[config.mk]
export PLATFORM = sky130hd
export DESIGN_NAME = vga_timing_gen_flat
export DESIGN_NICKNAME = d
export VERILOG_FILES = /design/src/rtl/vga_timing_gen_if.sv /design/src/rtl/vga_timing_gen.sv /design/src/flat_wrapper.sv
export SDC_FILE = /design/constraint.sdc
export NUM_CORES = 1
export LEC_CHECK = 0
export ABC_AREA = 1
export BUFFER_PORTS_ARGS = -buffer_cell sky130_fd_sc_hd__buf_2
export CORE_MARGIN = 8
export CORE_UTILIZATION = 53
export CTS_BUF_LIST = sky130_fd_sc_hd__clkbuf_4 sky130_fd_sc_hd__clkbuf_8
export CTS_CLUSTER_SIZE = 24
export DETAILED_ROUTE_END_ITERATION = 16
export HOLD_SLACK_MARGIN = 0.06
export PLACE_DENSITY = 0.79
export SYNTH_ARGS = -nofsm -noshare
export SYNTH_HDL_FRONTEND = slang
export SYNTH_SLANG_ARGS = --single-unit
[constraint.sdc]
create_clock -name i_clk -period 1.4 [get_ports i_clk]
set_input_delay 0.07 -clock i_clk [delete_from_list [all_inputs] [get_ports i_clk]]
set_output_delay 0.07 -clock i_clk [all_outputs]
set_load 0.02 [all_outputs]
[src/rtl/vga_timing_gen_if.sv]
// vga_timing_gen_if
//   Bundles the pixel strobe and every decoded timing output of the
//   VGA timing generator.
//   Parameters: X_W / Y_W set the width of the scaled coordinates.
//   Signals:
//     i_pix_stb     pixel strobe into the generator
//     o_hs, o_vs    horizontal / vertical sync at their configured polarity
//     o_active      current pixel is inside the drawable window
//     o_blanking    current pixel is outside the visible area
//     o_line_start  first pixel of a line
//     o_animate     last pixel of the last window line (one strobe per frame)
//     o_screenend   last pixel of the frame (one strobe per frame)
//     o_x, o_y      scaled pixel coordinates
//     o_frame       8-bit frame counter
//   Modports: master = generator side, slave = consumer side.
interface vga_timing_gen_if #(
    parameter int X_W = 10,
    parameter int Y_W = 9
);
    logic           i_pix_stb;
    logic           o_hs;
    logic           o_vs;
    logic           o_active;
    logic           o_blanking;
    logic           o_line_start;
    logic           o_animate;
    logic           o_screenend;
    logic [X_W-1:0] o_x;
    logic [Y_W-1:0] o_y;
    logic [7:0]     o_frame;

    modport master (
        input  i_pix_stb,
        output o_hs, o_vs, o_active, o_blanking, o_line_start,
        output o_animate, o_screenend, o_x, o_y, o_frame
    );

    modport slave (
        output i_pix_stb,
        input  o_hs, o_vs, o_active, o_blanking, o_line_start,
        input  o_animate, o_screenend, o_x, o_y, o_frame
    );
endinterface

[src/rtl/vga_timing_gen.sv]
// vga_timing_gen
//   Free-running VGA raster counters with decoded sync, blanking, window
//   and scaled-coordinate outputs. The counters advance once per pixel
//   strobe; every output is a pure decode of the registered counters, so
//   outputs change only on strobed edges.
//   Ports:
//     i_clk  base clock (rising edge)
//     i_rst  synchronous active-high reset
//     bus    vga_timing_gen_if master modport (strobe in, timing outputs)
module vga_timing_gen #(
    parameter int H_ACTIVE    = 640,
    parameter int H_FP        = 16,
    parameter int H_SYNC      = 96,
    parameter int H_BP        = 48,
    parameter int V_ACTIVE    = 480,
    parameter int V_FP        = 10,
    parameter int V_SYNC      = 2,
    parameter int V_BP        = 33,
    parameter bit HS_POL      = 1'b0,
    parameter bit VS_POL      = 1'b0,
    parameter int SCALE_SHIFT = 1,
    parameter int WIN_STA     = 60,
    parameter int WIN_END     = 420,
    parameter int X_W         = 10,
    parameter int Y_W         = 9
) (
    input logic               i_clk,
    input logic               i_rst,
    vga_timing_gen_if.master  bus
);

    localparam int H_TOTAL = H_ACTIVE + H_FP + H_SYNC + H_BP;
    localparam int V_TOTAL = V_ACTIVE + V_FP + V_SYNC + V_BP;
    localparam int HC_W    = $clog2(H_TOTAL);
    localparam int VC_W    = $clog2(V_TOTAL);

    // Decode thresholds pre-sized to the counter widths.
    localparam logic [HC_W-1:0] H_LAST   = HC_W'(H_TOTAL - 1);
    localparam logic [HC_W-1:0] H_ACT    = HC_W'(H_ACTIVE);
    localparam logic [HC_W-1:0] HS_STA   = HC_W'(H_ACTIVE + H_FP);
    localparam logic [HC_W-1:0] HS_END   = HC_W'(H_ACTIVE + H_FP + H_SYNC);
    localparam logic [VC_W-1:0] V_LAST   = VC_W'(V_TOTAL - 1);
    localparam logic [VC_W-1:0] V_ACT    = VC_W'(V_ACTIVE);
    localparam logic [VC_W-1:0] VS_STA   = VC_W'(V_ACTIVE + V_FP);
    localparam logic [VC_W-1:0] VS_END   = VC_W'(V_ACTIVE + V_FP + V_SYNC);
    localparam logic [VC_W-1:0] WIN_S    = VC_W'(WIN_STA);
    localparam logic [VC_W-1:0] WIN_E    = VC_W'(WIN_END);
    localparam logic [VC_W-1:0] WIN_LAST = VC_W'(WIN_END - 1);
    // Below the window o_y freezes on the last window row's coordinate.
    localparam logic [Y_W-1:0]  Y_CLAMP  = Y_W'((WIN_END - WIN_STA - 1) >> SCALE_SHIFT);

    if (WIN_END > V_ACTIVE || WIN_STA >= WIN_END || SCALE_SHIFT < 0 || SCALE_SHIFT > 3) begin : g_bad_param
        $error("vga_timing_gen: illegal WIN_STA/WIN_END/SCALE_SHIFT combination");
    end

    logic [HC_W-1:0] h_count;
    logic [VC_W-1:0] v_count;
    logic [7:0]      frame_q;

    // NOTE: state registers use non-blocking assignments so every flop
    // samples the pre-edge values of the others, independent of statement order.
    always_ff @(posedge i_clk) begin
        if (i_rst) begin
            h_count <= '0;
            v_count <= '0;
            frame_q <= '0;
        end else if (bus.i_pix_stb) begin
            if (h_count == H_LAST) begin
                h_count <= '0;
                if (v_count == V_LAST) begin
                    v_count <= '0;
                    frame_q <= frame_q + 8'd1;
                end else begin
                    v_count <= v_count + 1'b1;
                end
            end else begin
                h_count <= h_count + 1'b1;
            end
        end
    end

    logic           hs_on;
    logic           vs_on;
    logic [X_W-1:0] x_c;
    logic [Y_W-1:0] y_c;

    // NOTE: every signal gets a default at the top of the block so no path
    // leaves it unassigned, which would otherwise infer a latch.
    always_comb begin
        hs_on = 1'b0;
        vs_on = 1'b0;
        x_c   = '0;
        y_c   = '0;

        hs_on = (h_count >= HS_STA) && (h_count < HS_END);
        vs_on = (v_count >= VS_STA) && (v_count < VS_END);

        if (h_count < H_ACT) begin
            x_c = X_W'(h_count >> SCALE_SHIFT);
        end

        if (v_count >= WIN_E) begin
            y_c = Y_CLAMP;
        end else if (v_count >= WIN_S) begin
            y_c = Y_W'((v_count - WIN_S) >> SCALE_SHIFT);
        end
    end

    assign bus.o_hs         = hs_on ? HS_POL : ~HS_POL;
    assign bus.o_vs         = vs_on ? VS_POL : ~VS_POL;
    assign bus.o_blanking   = (h_count >= H_ACT) || (v_count >= V_ACT);
    assign bus.o_active     = (h_count < H_ACT) && (v_count >= WIN_S) && (v_count < WIN_E);
    assign bus.o_line_start = (h_count == '0);
    assign bus.o_animate    = (v_count == WIN_LAST) && (h_count == H_LAST);
    assign bus.o_screenend  = (v_count == V_LAST) && (h_count == H_LAST);
    assign bus.o_x          = x_c;
    assign bus.o_y          = y_c;
    assign bus.o_frame      = frame_q;

endmodule

[src/flat_wrapper.sv]
// flat-port wrapper written by rule: the top's interface ports become plain ports
module vga_timing_gen_flat 
#(
    parameter int H_ACTIVE    = 640,
    parameter int H_FP        = 16,
    parameter int H_SYNC      = 96,
    parameter int H_BP        = 48,
    parameter int V_ACTIVE    = 480,
    parameter int V_FP        = 10,
    parameter int V_SYNC      = 2,
    parameter int V_BP        = 33,
    parameter bit HS_POL      = 1'b0,
    parameter bit VS_POL      = 1'b0,
    parameter int SCALE_SHIFT = 1,
    parameter int WIN_STA     = 60,
    parameter int WIN_END     = 420,
    parameter int X_W         = 10,
    parameter int Y_W         = 9
)
  (i_clk, i_rst, bus_i_pix_stb, bus_o_hs, bus_o_vs, bus_o_active, bus_o_blanking, bus_o_line_start, bus_o_animate, bus_o_screenend, bus_o_x, bus_o_y, bus_o_frame);
  vga_timing_gen_if #(.X_W(X_W), .Y_W(Y_W)) bus_i ();
  input logic i_clk;
  input logic i_rst;
  input wire logic [$bits(bus_i.i_pix_stb)-1:0] bus_i_pix_stb;
  output wire logic [$bits(bus_i.o_hs)-1:0] bus_o_hs;
  output wire logic [$bits(bus_i.o_vs)-1:0] bus_o_vs;
  output wire logic [$bits(bus_i.o_active)-1:0] bus_o_active;
  output wire logic [$bits(bus_i.o_blanking)-1:0] bus_o_blanking;
  output wire logic [$bits(bus_i.o_line_start)-1:0] bus_o_line_start;
  output wire logic [$bits(bus_i.o_animate)-1:0] bus_o_animate;
  output wire logic [$bits(bus_i.o_screenend)-1:0] bus_o_screenend;
  output wire logic [$bits(bus_i.o_x)-1:0] bus_o_x;
  output wire logic [$bits(bus_i.o_y)-1:0] bus_o_y;
  output wire logic [$bits(bus_i.o_frame)-1:0] bus_o_frame;
  assign bus_i.i_pix_stb = bus_i_pix_stb;
  assign bus_o_hs = bus_i.o_hs;
  assign bus_o_vs = bus_i.o_vs;
  assign bus_o_active = bus_i.o_active;
  assign bus_o_blanking = bus_i.o_blanking;
  assign bus_o_line_start = bus_i.o_line_start;
  assign bus_o_animate = bus_i.o_animate;
  assign bus_o_screenend = bus_i.o_screenend;
  assign bus_o_x = bus_i.o_x;
  assign bus_o_y = bus_i.o_y;
  assign bus_o_frame = bus_i.o_frame;
  vga_timing_gen #(.H_ACTIVE(H_ACTIVE), .H_FP(H_FP), .H_SYNC(H_SYNC), .H_BP(H_BP), .V_ACTIVE(V_ACTIVE), .V_FP(V_FP), .V_SYNC(V_SYNC), .V_BP(V_BP), .HS_POL(HS_POL), .VS_POL(VS_POL), .SCALE_SHIFT(SCALE_SHIFT), .WIN_STA(WIN_STA), .WIN_END(WIN_END), .X_W(X_W), .Y_W(Y_W)) u_core (.i_clk(i_clk), .i_rst(i_rst), .bus(bus_i));
endmodule
# Yosys cells after proc, flatten, opt, wreduce, memory -nomap -nowiden
# Index checks and enable logic that the tools add are counted.
[word_totals]
output_inout_bits = 34
word_cells = 37
reg_bits = 28
[classes]
reduce_logical = 10
n_addsub = 4
n_eq_ne = 3
muxes = 7
magnitude_cmp = 10
[op_table]
columns = ["cell", "count"]
rows = [
  ["$ge A10 B9 Y1 const B", 3],
  ["$mux W9", 3],
  ["$add A10 B1 Y10 const B", 2],
  ["$eq A10 B10 Y1 const B", 2],
  ["$ge A10 B10 Y1 const B", 2],
  ["$lt A10 B10 Y1 const B", 2],
  ["$lt A10 B9 Y1 const B", 2],
  ["$mux W10", 2],
  ["$eq A10 B9 Y1 const B", 1],
  ["$ge A10 B6 Y1 const B", 1],
  ["$logic_not A10 Y1", 1],
  ["$sub A10 B6 Y10 const B", 1],
  ["$add A8 B1 Y8 const B", 1],
  ["$logic_and A1 B1 Y1", 6],
  ["$reduce_and A3 Y1", 1],
  ["$mux W1", 2],
  ["$reduce_and A2 Y1", 1],
  ["$logic_or A1 B1 Y1", 1],
]

# Depth between registers and ports, before layout
# Gate-level depths: netlist of run 1.
[depth]
ltp_word = 3
depth_mapped = 10

# Worst setup path before layout of run 1
# OpenSTA, ideal clock, no wires.
[synth_path]
kind = "register to output"
startpoint = "reg u_core.v_count[2]"
endpoint = "out bus_o_y[0]"
t_required_ns = 1.330
stages_incl_launch_ff = 8
slack_ns = -0.313
arrival_time_ns = 1.643
cell_sequence = "dfxtp_1 ha_1 nand2_1 nor2_2 inv_2 nand3_1 inv_1 o21ai_0"
[synth_via]
elab_chain_cells = 3
word_cells_on_any_way = 4
cone_classes = "order compare: 2; mux: 2"
[synth_rtl]
columns = ["element", "line", "text"]
rows = [
  ["start, declared", "vga_timing_gen.sv:57", "logic [VC_W-1:0] v_count;"],
  ["start signal, assigned", "vga_timing_gen.sv:74", "v_count <= v_count + 1'b1;"],
  ["$ge A10 B6 Y1", "vga_timing_gen.sv:104", "end else if (v_count >= WIN_S) begin"],
  ["$mux W9", "vga_timing_gen.sv:104", ""],
  ["$mux W9 (*)", "vga_timing_gen.sv:102", "if (v_count >= WIN_E) begin"],
  ["end, declared", "flat_wrapper.sv:33", "output wire logic [$bits(bus_i.o_y)-1:0] bus_o_y;"],
]
# Every way passes the cells marked *; elsewhere a longest branch is shown, timed or not.

# Worst setup path in the final report of run 1
[layout_path]
startpoint = "reg u_core.v_count[2]"
endpoint = "out bus_o_y[5]"
[layout_via]
elab_chain_cells = 3
word_cells_on_any_way = 5
cone_classes = "add/sub: 1; order compare: 2; mux: 2"
[layout_rtl]
columns = ["element", "line"]
rows = [
  ["$sub A10 B6 Y10 / $ge A10 B6 Y1 (equally long branches)", "vga_timing_gen.sv:105, vga_timing_gen.sv:104"],
  ["$mux W9", "vga_timing_gen.sv:104"],
  ["$mux W9 (*)", "vga_timing_gen.sv:102"],
]
# Marked as above.

==> results.md, run 1 <==
- Run status: finished, violations left
- Clk sinks: 28
- Unique cell type count in the Yosys netlist: 37
- Post-route setup TNS: -10.12 ns
- Worst R2R Path Depth: 8
- Stage delay of the slowest cell on the critical path: 0.41 ns
- Compound-cell area share of the yosys netlist: 9.63%
- Number of enable flip-flop cells after synthesis: 0
- Buffering stage count on the worst path with inverters included: 3
- Violations in the final reports: negative setup slack
- Sw Ratio: 26.4%
- Full die area: 0.00634 mm2
- Length of the first detailed-routing pass in iterations: 9
- Number of violations reported at the end of detailed-routing iteration 0: 369
- End point of the most critical hold path: u_core.v_count[8]$_SDFFE_PP0P_
- Wirelength, routed: 10.6 mm
- Beginning of the worst hold path: i_rst
- Mapped Nets: 341
- Detailed placer's ending HPWL: ~4.6 mm
- Synth Instances: around 330
- Count of pins on the block boundary: 37
- Final number of setup-violating endpoints: 42
- Area inside the core boundary: 0.00394 mm2
- Share of power burned in registers: 56.2%
- Library cell occupying the most area in the post-synthesis netlist: sky130_fd_sc_hd__dfxtp_1
- Internal Power: 1.04 mW
- Post-layout min period: around 1.9 ns
- #FFs+latches synth: 28
- Synth Area in XOR/XNOR: 3.68%
- Main combinational cell family by area after synthesis: simple AND/OR/NAND/NOR gates
- Path category of the worst min-delay check: primary input to register
- Final clock period utilization by the worst path: 132%
- Syn-to-layout area delta: 67.5%
- Count of warnings emitted by yosys: 0
- Number of input and output port buffers inserted: 35
- IR drop worst, VDD: 379 uV
- Setup slack, reg-to-reg: -0.33 ns
- Capture instance of the worst register-to-register path: u_core.v_count[4]$_SDFFE_PP0P_
- Sequence of cells on the critical path: ha_4 -> nand2_1 -> nor2_2 -> inv_2 -> nand3_4 -> inv_2 -> o21ai_4 -> buf_4
- Starting density of the core: 54.4%
- Slowest cell on the critical path: sky130_fd_sc_hd__dfxtp_4
- GRT Resource Usage Total: 23.4%
- Clock latency at the later pin of the worst-skew pair: between 0.2 and 0.3 ns
- Die Y: 79.6 um
- Endpoints failing hold: 0
- Commonest cells after routing, fill and taps aside: sky130_fd_sc_hd__nand2_1, sky130_fd_sc_hd__buf_4, sky130_fd_sc_hd__nor2_1, sky130_fd_sc_hd__buf_6, sky130_fd_sc_hd__inv_1
- Data arrival at the endpoint of the critical path: 1.78 ns
- CP most frequent cell: sky130_fd_sc_hd__inv_2
- Power share of the clock group: 32.6%
- Count of final max-slew check failures: 0
- Multiplexer share of the synthesized area: 0%
- Post-Syn Area per Cell: between 6 and 7 um2
- Final antenna-violating net count: 0
- Clock Skews: 0.00198 ns
- Start-to-end type of the worst setup path: register to output port
- Most area-consuming cells after synthesis: sky130_fd_sc_hd__dfxtp_1, sky130_fd_sc_hd__nand2_1, sky130_fd_sc_hd__nor2_1
- Cell family contributing the most delay on the critical path: simple AND/OR/NAND/NOR gates
- Global route overflow: 0
- Overall Power: 1.42 mW
- Final estimated routing congestion in global placement: 0.876
- Fraction of synthesis flops using an asynchronous set or reset pin: 0%
- Clock edge transition at the registers on the reported setup and hold paths: 0.10 ns
- Post-cts hold buffer count: 0
- Wirelength per Cell: 22.1 um
- Sw Pwr: 374 uW
- Placed Area: ~0.0028 mm2
- Most used DFF post-synth: sky130_fd_sc_hd__dfxtp_1
- Fraction of the mapped netlist area in adder cells: a little under 6%
- WP data required: between 1 and 1.5 ns
- Unrepaired setup endpoints after global routing: true
- Global-route wire length before repair: 11.9 mm
- Max capacitance violation total: 0
- Ratio of cells with drive above 1 in the final layout: 56.5%
- Maximum fanout along the worst path: 4
- Routed vias/inst: between 6 and 7
- Number of H-tree branching levels: 1
- Row Count: 23
- Cell area after layout: 0.00359 mm2
- Min setup slack post-route: -0.455 ns
- Post-Synthesis Cell Area: 0.00214 mm2
- Clock tree from TritonCTS: built
- Cts bufs inserted: 3
- Power density of the placed cells: 394 mW/mm2
- DR vias: 3053
- Hold Path Stages: 3
- Library cell used as clock root buffer: sky130_fd_sc_hd__clkbuf_8
- Maximum frequency from static timing analysis: 539 MHz
- Critical register-to-register path startpoint: u_core.h_count[1]$_SDFFE_PP0P_
- Number of global-route vias before repair: 2615
- Critical path endpoint category: output port
- Most frequent standard cell in the layout excluding fill and tap cells: sky130_fd_sc_hd__nand2_1
- Comb pwr share: 11.2%
- Worst setup SP type: register
- Area share of the leading cell type in the synthesized netlist: 26.1%
- Simple-gate area share of the yosys netlist: 43.6%
- Number of buffers between clock root and the deepest sink: 2
- Final layout net count: approximately 450
- Horizontal extent of the die: 79.6 um
- DRC Markers: 0
- Maximum number of pins on one net before global-route repair: 15
- Final antenna diode count: 0
- Portion of the post-synthesis area used by sequential elements: 26.1%
- Antenna violations before repair: 0
- Leakage power figure: approximately 1.5 nW
how the worst max path moves through the flow:
stage | startpoint | to | cells after the start
2_1_floorplan | u_core.v_count[2]$_SDFFE_PP0P_ | bus_o_y[2] | 7
3_3_place_gp | u_core.v_count[3]$_SDFFE_PP0P_ | bus_o_y[8] | 8
3_5_place_dp | u_core.v_count[3]$_SDFFE_PP0P_ | bus_o_y[6] | 8
4_1_cts | u_core.v_count[3]$_SDFFE_PP0P_ | bus_o_y[5] | 8
5_1_grt | u_core.v_count[2]$_SDFFE_PP0P_ | bus_o_y[0] | 8
6_report | u_core.v_count[2]$_SDFFE_PP0P_ | bus_o_y[5] | 8
state kept, by name (all words and copies together), names as in the netlist:
signal and cells:
u_core.v_count 10, u_core.h_count 10, u_core.bus.o_frame 8
cell usage after synthesis, types with 4 or more instances:
| library cell | instances |
|---|---|
| sky130_fd_sc_hd__nand2_1 | 79 |
| sky130_fd_sc_hd__nor2_1 | 49 |
| sky130_fd_sc_hd__inv_1 | 39 |
| sky130_fd_sc_hd__dfxtp_1 | 28 |
| sky130_fd_sc_hd__nand3_1 | 20 |
| sky130_fd_sc_hd__a21oi_1 | 16 |
| sky130_fd_sc_hd__nor2_2 | 12 |
| sky130_fd_sc_hd__ha_1 | 10 |
| sky130_fd_sc_hd__o21ai_0 | 10 |
| sky130_fd_sc_hd__xor2_1 | 8 |
| sky130_fd_sc_hd__inv_2 | 7 |
| sky130_fd_sc_hd__nand4_1 | 7 |
| sky130_fd_sc_hd__buf_6 | 4 |
| sky130_fd_sc_hd__nand2_2 | 4 |
| sky130_fd_sc_hd__nor2_4 | 4 |
| sky130_fd_sc_hd__nor3_1 | 4 |
area by class of cell:
type / instances / area [um2]
Sequential cell: 28 / 609
Inverter: 47 / 191
Clock buffer: 3 / 41.3
Tap cell: 50 / 62.6
Fill cell: 162 / 350
Timing Repair Buffer: 104 / 860
Multi-Input combinational cell: 248 / 1830
worst reg2reg max path, cell delays in order, from the launching register on:
cell                      delay, ns
sky130_fd_sc_hd__dfxtp_4       0.38
sky130_fd_sc_hd__ha_4          0.16
sky130_fd_sc_hd__buf_6         0.13
sky130_fd_sc_hd__nand2_4       0.07
sky130_fd_sc_hd__nor2_4        0.11
sky130_fd_sc_hd__nand4_1       0.19
sky130_fd_sc_hd__nor2_2        0.28
sky130_fd_sc_hd__nand2_1       0.10
sky130_fd_sc_hd__a21oi_1       0.22
per-layer routing:
layer  share of wire (%)  wire (um)  track usage (%)
met5                   0          0                0
met1                  34       3600             24.3
met3                  11       1170             3.60
met2                  46       4900             43.4
met4                 9.0        951             12.8
logic make-up (layout without fill, tap and decap cells):
| kind of cell | Yosys count | in the layout |
|---|---|---|
| AND/OR/NAND/NOR | 192 | 193 |
| other | 1 | 1 |
| adder cells (fa/ha/maj) | 10 | 10 |
| buffers and inverters | 53 | 154 |
| flip-flops | 28 | 28 |
| XOR/XNOR | 9 | 9 |
| AO/OA/AOI/OAI | 35 | 35 |
power by group through the flow:
stage	Sequential, mW	Combinational [mW]	Clock (mW)
3_5_place_dp	0.824	0.104	0
5_1_grt	0.796	0.162	0.488
4_1_cts	0.801	0.125	0.445
6_report	0.795	0.159	0.461
3_3_place_gp	0.824	0.100	0
2_1_floorplan	0.824	0.0650	0
repair_timing:
item | 4_1_cts | 5_1_grt
endpoints found under the setup margin | 43 | 49
resized for setup | 108 | 76
pin swaps | 26 | 28
cloned | 1 | 0
setup buffers | 11 | 8
through the flow:
step / setup slack [ns] / cells / util, % / hold WS (ns)
after detailed placement: -0.117 / 457 / 69.9 / 0.437
final: -0.455 / 480 / 91.1 / 0.190
after global placement: -0.0760 / 457 / 69.9 / 0.444
after CTS: -0.283 / 472 / 83.0 / 0.162
after floorplan: -0.0266 / 328 / - / 0.139
after global routing: -0.495 / 480 / 91.1 / 0.190
No activity file was read; power rests on OpenSTA's default activity.
==> run 2, diff against run 1 <==
- clock period: 1.4 -> 1.54 ns (I/O delays scaled with it)
==> run 2 against run 1 <==
Total power is 10% lower. Register-to-register slack better by 0.39 ns. Utilization shrank 16 points. Worst hold slack got worse by 0.0076 ns. Clock skew grew 0.00082 ns. Sequential power fell by 9.6%. Critical path type unchanged. The flow still finishes with violations (negative setup slack). Setup slack better by 0.28 ns. Cell area shrank 18%. Non-clock buffer count fell by 35.
==> results.md, run 2 (synthesized netlist as in run 1, its figures left out) <==
- Run status: finished, violations left
- Violations in the final reports: negative setup slack
- Endpoints failing hold: 0 (unchanged)
- Most frequent standard cell in the layout excluding fill and tap cells: sky130_fd_sc_hd__nand2_1
- Timing endpoint of the critical path: bus_o_y[1]
- Row Count: 23 (unchanged)
- Cts bufs inserted: 3 (unchanged)
- Path category of the worst min-delay check: primary input to register
- Critical register-to-register path startpoint: u_core.v_count[1]$_SDFFE_PP0P_
- Final layout net count: 409 (-8.1%)
- Length of the first detailed-routing pass in iterations: 4 (-5)
- Sequence of cells on the critical path: ha_4 -> nand2_2 -> nor2_2 -> inv_2 -> nand3_4 -> inv_2 -> o21ai_1 -> buf_4
- Worst R2R Path Depth: 10 (+2)
- Final standard cell count with taps included and fillers excluded: 445 (-7.3%)
- Detailed placer's ending HPWL: 4.41 mm (-3.9%)
- Antenna violations before repair: 0 (unchanged)
- Power density of the placed cells: 428 mW/mm2 (+8.6%)
- Post-cts hold buffer count: 0 (unchanged)
- Wirelength, routed: 6.46 mm (-39%)
- Number of input and output port buffers inserted: 35 (unchanged)
- Clk sinks: 28 (unchanged)
- Cell family contributing the most delay on the critical path: flip-flops
- Final clock period utilization by the worst path: 112%
- Worst setup startpoint: u_core.v_count[2]$_SDFFE_PP0P_
- Max capacitance violation total: 0 (unchanged)
- Number of global-route vias before repair: 2218 (-15%)
- Final antenna-violating net count: 0 (unchanged)
- Stage delay of the slowest cell on the critical path: 0.39 ns (-0.02 ns)
- Post-layout min period: ~1.7 ns
- Clock tree from TritonCTS: built
- Number of violations reported at the end of detailed-routing iteration 0: 139 (-62%)
- Unrepaired setup endpoints after global routing: true
- Capture instance of the worst register-to-register path: u_core.bus.o_frame[1]$_SDFFE_PP0P_
- Global route overflow: 0 (unchanged)
- Min setup slack post-route: -0.178 ns (+0.277 ns)
- Maximum fanout along the worst path: 4 (unchanged)
- Starting density of the core: 54.4% (unchanged)
- Library cell used as clock root buffer: sky130_fd_sc_hd__clkbuf_8
- Slowest cell on the critical path: sky130_fd_sc_hd__dfxtp_4
- Syn-to-layout area delta: 38.2%
- Maximum frequency from static timing analysis: 582 MHz
- CP most frequent cell: sky130_fd_sc_hd__inv_2
- DR vias: 2370 (-22%)
- Data arrival at the endpoint of the critical path: 1.64 ns (-0.14 ns)
- Share of the core filled with cells in the final layout: 75.2% (-16 points)
- Worst path depth: 8 (unchanged)
- Maximum number of pins on one net before global-route repair: 16 (+1)
- Worst setup SP type: register
- IR drop worst, VDD: 434 uV (+15%)
- Number of buffers between clock root and the deepest sink: 2 (unchanged)
- Routed vias/inst: 5.33 (-16%)
- Placed Area: 0.00246 mm2 (-11%)
- Commonest cells after routing, fill and taps aside: sky130_fd_sc_hd__nand2_1, sky130_fd_sc_hd__nor2_1, sky130_fd_sc_hd__buf_4, sky130_fd_sc_hd__inv_1, sky130_fd_sc_hd__buf_2
- Post-route setup TNS: -1.14 ns (+8.98 ns)
- Clock edge transition at the registers on the reported setup and hold paths: 0.09 ns (about the same)
- GRT Resource Usage Total: 18.7% (-4.7 points)
- Count of pins on the block boundary: 37 (unchanged)
- Number of cells after detailed placement: 425 (-7.0%)
- Die Y: 79.6 um (unchanged)
- Setup slack, reg-to-reg: 0.06 ns (+0.39 ns)
- Cell area after layout: 0.00296 mm2 (-18%)
- Horizontal extent of the die: 79.6 um (unchanged)
- Final number of setup-violating endpoints: 12 (-71%)
- Final estimated routing congestion in global placement: 0.907 (+3.5%)
- Count of final max-slew check failures: 0 (unchanged)
- Clock latency at the later pin of the worst-skew pair: 0.27 ns (about the same)
- Final antenna diode count: 0 (unchanged)
- Buffering stage count on the worst path with inverters included: 3 (unchanged)
- Wirelength per Cell: 14.5 um (-34%)
- Global-route wire length before repair: 9.84 mm (-17%)
- Number of H-tree branching levels: 1 (unchanged)
- Start-to-end type of the worst setup path: register to output port
- Leakage power figure: 1.26 nW (-18%)
- Ratio of cells with drive above 1 in the final layout: 42.3% (-14 points)
- Fillcell total: 292 (+80%)
- WP data required: 1.46 ns (+0.13 ns)
- Overall Power: 1.27 mW (-10%)
- DRC Markers: 0 (unchanged)
- Critical path endpoint category: output port
- Full die area: 0.00634 mm2 (unchanged)
- Clock Skews: 0.00280 ns (+0.000824 ns)
- Area inside the core boundary: 0.00394 mm2 (unchanged)
[run 2: worst min-delay path by stage]
stage               startpoint                                  to  slack (ns)  cells after the start
floorplan                i_rst      u_core.v_count[4]$_SDFFE_PP0P_        0.15                      1
global placement         i_rst      u_core.v_count[5]$_SDFFE_PP0P_        0.47                      3
detailed placement       i_rst  u_core.bus.o_frame[0]$_SDFFE_PP0P_        0.48                      3
CTS                      i_rst      u_core.v_count[8]$_SDFFE_PP0P_        0.18                      3
global route             i_rst      u_core.v_count[6]$_SDFFE_PP0P_        0.18                      3
finish                   i_rst      u_core.v_count[8]$_SDFFE_PP0P_        0.18                      3
[run 2: worst reg2reg max path, cell delays in order, from the launching register on]
cell	delay (ns)
sky130_fd_sc_hd__dfxtp_2	0.33
sky130_fd_sc_hd__inv_2	0.07
sky130_fd_sc_hd__ha_4	0.16
sky130_fd_sc_hd__nand2_1	0.07
sky130_fd_sc_hd__inv_2	0.06
sky130_fd_sc_hd__buf_4	0.11
sky130_fd_sc_hd__nand3_4	0.07
sky130_fd_sc_hd__nor3_4	0.16
sky130_fd_sc_hd__buf_4	0.17
sky130_fd_sc_hd__nand3_1	0.07
sky130_fd_sc_hd__a21oi_1	0.15
[run 2: routing by layer]
layer	global-route usage [%]	share of wire, %	vias to the layer above
li1	-	-	1172
met1	21.6	41	1099
met2	32.8	51	82
met3	3.38	5.6	17
met4	7.78	2.2	0
met5	0	0	-
[run 2: cell type report]
type                            instances  area (um2)  share of cell area (%)
Clock buffer                            4        55.1                    1.86
Inverter                               47         184                    6.21
Multi-Input combinational cell        247        1550                    52.2
Sequential cell                        28         609                    20.6
Tap cell                               50        62.6                    2.11
Timing Repair Buffer                   69         505                    17.1
[run 2: through the flow]
stage          worst slack (ns)  hold WS (ns)
6_report                 -0.178         0.182
5_1_grt                  -0.208         0.176
4_1_cts                 -0.0972         0.176
3_5_place_dp           -0.00279         0.478
3_3_place_gp             0.0505         0.466
2_1_floorplan           -0.0509         0.146
[run 2: what timing repair did]
action / 4_1_cts / 5_1_grt
gates cloned: 0 / 0
setup endpoints to repair: 20 / 41
gates resized for setup: 69 / 36
pin swaps: 10 / 12
buffers inserted: 8 / 9
[run 2: where the power goes]
group          switching [mW]  internal [mW]
combinational          0.0608         0.0326
sequential            0.00644          0.712
clock                   0.227          0.229
